==> src/rtl/csel_add_seq_ctrl_pkg.sv <==
// Shared types for the word-serial carry-select adder sequencer.
// State encoding and index-width helper used by the controller.
package csel_seq_pkg;

    typedef enum logic [1:0] {
        ST_IDLE = 2'd0,
        ST_RUN  = 2'd1,
        ST_DONE = 2'd2
    } state_e;

    function automatic int cnt_w(input int n);
        return (n > 1) ? $clog2(n) : 1;
    endfunction

endpackage

==> src/rtl/csel_add_seq_ctrl_if.sv <==
// Request/response handshake bundle for the adder sequencer.
// The master drives operands and accepts results; the slave is the sequencer.
interface csel_add_seq_ctrl_if #(
    parameter int width = 20,
    parameter int WORDS = 4
);
    logic                     in_valid;
    logic                     in_ready;
    logic [WORDS*width-1:0]   in_a;
    logic [WORDS*width-1:0]   in_b;
    logic                     in_cin;
    logic                     out_valid;
    logic                     out_ready;
    logic [WORDS*width-1:0]   out_sum;
    logic                     out_cout;
    logic                     busy;

    modport master (
        output in_valid, in_a, in_b, in_cin, out_ready,
        input  in_ready, out_valid, out_sum, out_cout, busy
    );

    modport slave (
        input  in_valid, in_a, in_b, in_cin, out_ready,
        output in_ready, out_valid, out_sum, out_cout, busy
    );
endinterface

==> src/rtl/csel_add_seq_ctrl_adder.sv <==
// One-word carry-select adder: low half ripples, high half is precomputed
// for both carries and picked by the low-half carry out.
module C_Sel_A_20bit #(
    parameter int width = 20
) (
    input  logic [width-1:0] A,
    input  logic [width-1:0] B,
    input  logic             cin,
    output logic [width-1:0] S,
    output logic             cout
);
    localparam int LO = width / 2;
    localparam int HI = width - LO;

    logic [LO:0] w_lo;
    logic [HI:0] w_hi0;
    logic [HI:0] w_hi1;

    assign w_lo  = {1'b0, A[LO-1:0]} + {1'b0, B[LO-1:0]}
                 + {{LO{1'b0}}, cin};
    assign w_hi0 = {1'b0, A[width-1:LO]} + {1'b0, B[width-1:LO]};
    assign w_hi1 = w_hi0 + {{HI{1'b0}}, 1'b1};

    assign {cout, S} = w_lo[LO] ? {w_hi1, w_lo[LO-1:0]}
                                : {w_hi0, w_lo[LO-1:0]};
endmodule

==> src/rtl/csel_add_seq_ctrl.sv <==
// Drives a single word adder over WORDS cycles to form a wide sum,
// chaining each word's carry out into the next word's carry in.
module csel_add_seq_ctrl
    import csel_seq_pkg::*;
#(
    parameter int width = 20,
    parameter int WORDS = 4
) (
    input  logic                 clk,
    input  logic                 rst_n,
    csel_add_seq_ctrl_if.slave   bus
);
    localparam int OPW   = WORDS * width;
    localparam int CNT_W = cnt_w(WORDS);
    localparam logic [CNT_W-1:0] LAST = CNT_W'(WORDS - 1);

    state_e           r_state;
    logic [CNT_W-1:0] r_idx;
    logic             r_carry;
    logic [OPW-1:0]   r_a;
    logic [OPW-1:0]   r_b;
    logic [OPW-1:0]   r_sum;
    logic             r_cout;
    logic             r_valid;

    logic [width-1:0] w_a;
    logic [width-1:0] w_b;
    logic [width-1:0] w_s;
    logic             w_cout;

    assign w_a = r_a[int'(r_idx)*width +: width];
    assign w_b = r_b[int'(r_idx)*width +: width];

    C_Sel_A_20bit #(.width(width)) u_add (
        .A    (w_a),
        .B    (w_b),
        .cin  (r_carry),
        .S    (w_s),
        .cout (w_cout)
    );

    always_ff @(posedge clk or negedge rst_n) begin
        if (!rst_n) begin
            r_state <= ST_IDLE;
            r_idx   <= '0;
            r_carry <= 1'b0;
            r_a     <= '0;
            r_b     <= '0;
            r_sum   <= '0;
            r_cout  <= 1'b0;
            r_valid <= 1'b0;
        end else begin
            unique case (r_state)
                ST_IDLE: begin
                    if (bus.in_valid) begin
                        r_a     <= bus.in_a;
                        r_b     <= bus.in_b;
                        r_carry <= bus.in_cin;
                        r_idx   <= '0;
                        r_state <= ST_RUN;
                    end
                end
                ST_RUN: begin
                    r_sum[int'(r_idx)*width +: width] <= w_s;
                    r_carry <= w_cout;
                    if (r_idx == LAST) begin
                        r_idx   <= '0;
                        r_cout  <= w_cout;
                        r_valid <= 1'b1;
                        r_state <= ST_DONE;
                    end else begin
                        r_idx <= r_idx + CNT_W'(1);
                    end
                end
                ST_DONE: begin
                    // new requests wait until the cycle after hand-off
                    if (bus.out_ready) begin
                        r_valid <= 1'b0;
                        r_state <= ST_IDLE;
                    end
                end
                default: r_state <= ST_IDLE;
            endcase
        end
    end

    assign bus.in_ready  = (r_state == ST_IDLE);
    assign bus.busy      = (r_state != ST_IDLE);
    assign bus.out_valid = r_valid;
    assign bus.out_sum   = r_sum;
    assign bus.out_cout  = r_cout;
endmodule
==> src/flat_wrapper.sv <==
// flat-port wrapper written by rule: the top's interface ports become plain ports
module csel_add_seq_ctrl_flat import csel_seq_pkg::*;
#(
    parameter int width = 20,
    parameter int WORDS = 4
)
  (clk, rst_n, bus_in_valid, bus_in_a, bus_in_b, bus_in_cin, bus_out_ready, bus_in_ready, bus_out_valid, bus_out_sum, bus_out_cout, bus_busy);
  csel_add_seq_ctrl_if #(.width(width), .WORDS(WORDS)) bus_i ();
  input  logic clk;
  input  logic rst_n;
  input wire logic [$bits(bus_i.in_valid)-1:0] bus_in_valid;
  input wire logic [$bits(bus_i.in_a)-1:0] bus_in_a;
  input wire logic [$bits(bus_i.in_b)-1:0] bus_in_b;
  input wire logic [$bits(bus_i.in_cin)-1:0] bus_in_cin;
  input wire logic [$bits(bus_i.out_ready)-1:0] bus_out_ready;
  output wire logic [$bits(bus_i.in_ready)-1:0] bus_in_ready;
  output wire logic [$bits(bus_i.out_valid)-1:0] bus_out_valid;
  output wire logic [$bits(bus_i.out_sum)-1:0] bus_out_sum;
  output wire logic [$bits(bus_i.out_cout)-1:0] bus_out_cout;
  output wire logic [$bits(bus_i.busy)-1:0] bus_busy;
  assign bus_i.in_valid = bus_in_valid;
  assign bus_i.in_a = bus_in_a;
  assign bus_i.in_b = bus_in_b;
  assign bus_i.in_cin = bus_in_cin;
  assign bus_i.out_ready = bus_out_ready;
  assign bus_in_ready = bus_i.in_ready;
  assign bus_out_valid = bus_i.out_valid;
  assign bus_out_sum = bus_i.out_sum;
  assign bus_out_cout = bus_i.out_cout;
  assign bus_busy = bus_i.busy;
  csel_add_seq_ctrl #(.width(width), .WORDS(WORDS)) u_core (.clk(clk), .rst_n(rst_n), .bus(bus_i));
endmodule
==> config.mk <==
export PLATFORM = sky130hd
export DESIGN_NAME = csel_add_seq_ctrl_flat
export DESIGN_NICKNAME = d
export VERILOG_FILES = /design/src/rtl/csel_add_seq_ctrl_pkg.sv /design/src/rtl/csel_add_seq_ctrl_if.sv /design/src/rtl/csel_add_seq_ctrl_adder.sv /design/src/rtl/csel_add_seq_ctrl.sv /design/src/flat_wrapper.sv
export SDC_FILE = /design/constraint.sdc
export NUM_CORES = 1
export LEC_CHECK = 0
export CORE_MARGIN = 5
export CORE_UTILIZATION = 52
export CTS_CLUSTER_DIAMETER = 80
export DETAILED_ROUTE_END_ITERATION = 8
export HOLD_SLACK_MARGIN = 0.12
export PLACE_DENSITY = 0.86
export SYNTH_ARGS = -nofsm -noshare
export SYNTH_HDL_FRONTEND = slang
export SYNTH_SLANG_ARGS = --single-unit
export TNS_END_PERCENT = 100
==> constraint.sdc <==
create_clock -name clk -period 6 [get_ports clk]
set_input_delay 1.2 -clock clk [delete_from_list [all_inputs] [get_ports clk]]
set_output_delay 1.2 -clock clk [all_outputs]
set_load 0.01 [all_outputs]
==> impl_metrics.json <==
{
  "status": "finished clean",
  "clock_path_buffers": 3,
  "vias_per_cell": 5.77,
  "hold_viol": 0,
  "tightest_slew_ps": 1130,
  "rsz0062_at_grt": "false",
  "multi_input_area_um2": 5940,
  "skew_ps": 17.7,
  "drcViolationCount": 0,
  "drive_above_1_share": 0.0856,
  "grt_pass1_wl_mm": 61.0,
  "synth_area_um2": 12500,
  "cp.required_ps": 6470,
  "drv_cap": 0,
  "die-width_um": 165,
  "max_freq_ghz": 0.220,
  "cts_tree": "yes",
  "syn_area_per_cell_um2": 9.31,
  "core_um2": 23500,
  "yosysTopAreaCell": "dfrtp_1",
  "synth_seq_area_share": 0.496,
  "hold_end": "u_core.r_b[60]$_DFFE_PN0P_",
  "min_period_ps": 4550,
  "synth_edf_count": 0,
  "hold_path_depth": 2,
  "initial_core_util": 0.529,
  "reg2reg_depth": 12,
  "cts_buffers": 25,
  "setup-violations-final": 0,
  "overflow": 0,
  "ioPinCount": 249,
  "htree_num_levels": 1,
  "clk_pin_slew_worst_paths_ps": 70,
  "maxSlewHeadroom": 0.238,
  "critPathLaunchType": "flop",
  "synth_ff_type": "dfrtp_1",
  "end_kind": "flop",
  "hp-start": "u_core.r_b[60]$_DFFE_PN0P_",
  "cts_setup_buffers": 0,
  "wl_per_cell_um": 20.3,
  "cts.sinks": 247,
  "synthTopCellsByArea": "dfrtp_1 50%, nand2_1 17%, mux4_2 7.2%, ha_1 2.6%, clkbuf_1 2.2%",
  "ys_async_sr_fraction": 1.00,
  "die_area_um2": 27200,
  "vias": 10879,
  "postRouteAntennaNets": 0,
  "drv_slew": 0,
  "crit_type": "flop to flop",
  "fin_setup_tns_ps": 0,
  "num-fill-cells": 1791,
  "totalWireLength_mm": 38.3,
  "gp_congestion": 0.915,
  "r2r-start": "u_core.r_idx[0]$_DFFE_PN0P_",
  "dp_hpwl_mm": 28.3,
  "antenna_found_initial": 1,
  "root_buffer": "clkbuf_16",
  "synth_fp_nets": 1532,
  "worstSkewPairLatency_ps": 540,
  "synth.top_cell.area_share": 0.496,
  "hold_path.class": "flop to flop",
  "synth_cell_types": 73,
  "io_buffers": 248,
  "diodes": 0,
  "drt_first_iter_violations": 1178,
  "ys_ff_latch": 247,
  "synth_cells": 1338,
  "crit_fanout": 32,
  "cts_hold_buf": 0,
  "yosysWarnings": 0,
  "area_delta_synth_final_pct": 28.9,
  "r2r_slack_ps": 1450,
  "r2r-end": "u_core.bus.out_sum[6]$_DFFE_PN0P_",
  "num_rows": 56,
  "grt_pass1_vias": 11186,
  "regArea_um2": 6190,
  "cts_resized": 0,
  "critPathArrivalTime_ps": 5010,
  "grt_util_all_layers": 0.286,
  "grt_max_degree": 132,
  "die_h_um": 165,
  "fin_nets": 1742,
  "post-route-period-util": 0.758,
  "firstDrtPassIters": 5
}
==> placed cells by master, fill, tap and decap left out, types with 15 or more instances in the layout <==
cell | synthesis | layout
nor3_1 | 19 | 18
a22o_1 | 25 | 25
a221o_1 | 15 | 15
nand2_1 | 568 | 567
dfrtp_1 | 247 | 245
o21ai_0 | 42 | 42
nor2_1 | 52 | 52
clkbuf_16 | 0 | 25
inv_1 | 16 | 16
ha_1 | 26 | 26
a21oi_1 | 26 | 26
mux4_2 | 40 | 40
clkdlybuf4s50_1 | 0 | 247
==> layer usage <==
metal	vias up	part of all wire	global-route usage
li1	4955	-	-
met1	5278	0.40	0.391
met2	555	0.47	0.455
met3	89	0.093	0.0659
met4	2	0.034	0.0949
met5	-	0.00034	0
==> flip-flops by register name, indices dropped and copies added (netlist names) <==
signal / flops
u_core.r_carry: 1
u_core.r_a: 80
u_core.r_idx: 2
u_core.bus.out_valid: 1
u_core.r_b: 80
u_core.r_state: 2
u_core.bus.out_sum: 80
u_core.bus.out_cout: 1
==> worst max-delay path by stage <==
stage                                     start                                 end  slack [ps]  depth (start not counted)
floorplan           u_core.r_idx[0]$_DFFE_PN0P_  u_core.bus.out_sum[31]$_DFFE_PN0P_        1250                         16
finish              u_core.r_idx[0]$_DFFE_PN0P_   u_core.bus.out_sum[6]$_DFFE_PN0P_        1450                         12
global route        u_core.r_idx[0]$_DFFE_PN0P_  u_core.bus.out_sum[10]$_DFFE_PN0P_        1030                          9
CTS                 u_core.r_idx[0]$_DFFE_PN0P_  u_core.bus.out_sum[78]$_DFFE_PN0P_        1410                         12
detailed placement  u_core.r_idx[0]$_DFFE_PN0P_   u_core.bus.out_sum[6]$_DFFE_PN0P_        1440                         12
global placement    u_core.r_idx[0]$_DFFE_PN0P_  u_core.bus.out_sum[10]$_DFFE_PN0P_        1440                          9
==> synth_stat cells, types with 3 or more instances <==
cell type	instances
xnor2_1	14
and2_1	7
ha_1	26
o21ai_0	42
a32oi_1	3
a21o_1	8
a22oi_1	6
o221ai_1	4
a211oi_1	4
o22a_1	4
nand2b_1	8
mux4_2	40
clkbuf_1	73
fa_1	3
nor2_1	52
a22o_1	25
nor4_1	7
dfrtp_1	247
xor2_1	8
nand3_1	12
inv_1	16
buf_1	7
nor3_1	19
a21oi_1	26
o21bai_1	3
o21ai_1	3
mux2i_1	4
mux2_2	3
nand2_1	568
a221oi_1	5
o211ai_1	7
xnor2_2	3
o31ai_1	3
a221o_1	15
nor2b_1	4
a31oi_1	7
==> cells by family (layout without fill, tap and decap cells) <==
kind of cell               count (synthesis)  in the layout  share of synthesized area
buffers and inverters                     97            325                     0.0292
and+or+nand+nor                          695            695                      0.225
adders and majority gates                 29             29                     0.0309
AOI/OAI and AO/OA                        192            192                      0.113
DFF                                      247            247                      0.496
xor gates and xnor gates                  27             27                     0.0220
muxes                                     51             51                     0.0840
==> critical path, cell delays in order, from the launching register on <==
cell and delay, ps:
dfrtp_4 830, buf_4 380, mux4_2 540, ha_1 360, nor2b_1 200, o211a_1 210, o2111a_2 260, nor2_4 70
nor3_2 330, nand3_2 190, xnor2_2 540, o221a_2 380, a221o_1 160
==> per-stage QoR <==
stage	instance area, um^2	instances	hold slack, ps	utilization	setup WS [ps]
after CTS	16100	1885	473	0.682	1410
after global placement	15200	1840	453	0.646	1440
after floorplan	12500	1338	440	-	1250
after global routing	16100	1885	493	0.682	1030
after detailed placement	15200	1840	458	0.646	1440
final	16100	1885	468	0.682	1450
==> area by class of cell <==
class                   instances  share of cell area
flip-flops and latches        247               0.385
multi-input cells             994               0.370
repair buffers                263               0.163
clock buffers                  30              0.0414
well taps                     319              0.0248
clock inverters                15              0.0124
inverters                      17             0.00397
Power is left out: the tool's default activity adds up to more than one toggle a clock period on the data nets, which glitch-free logic cannot reach.
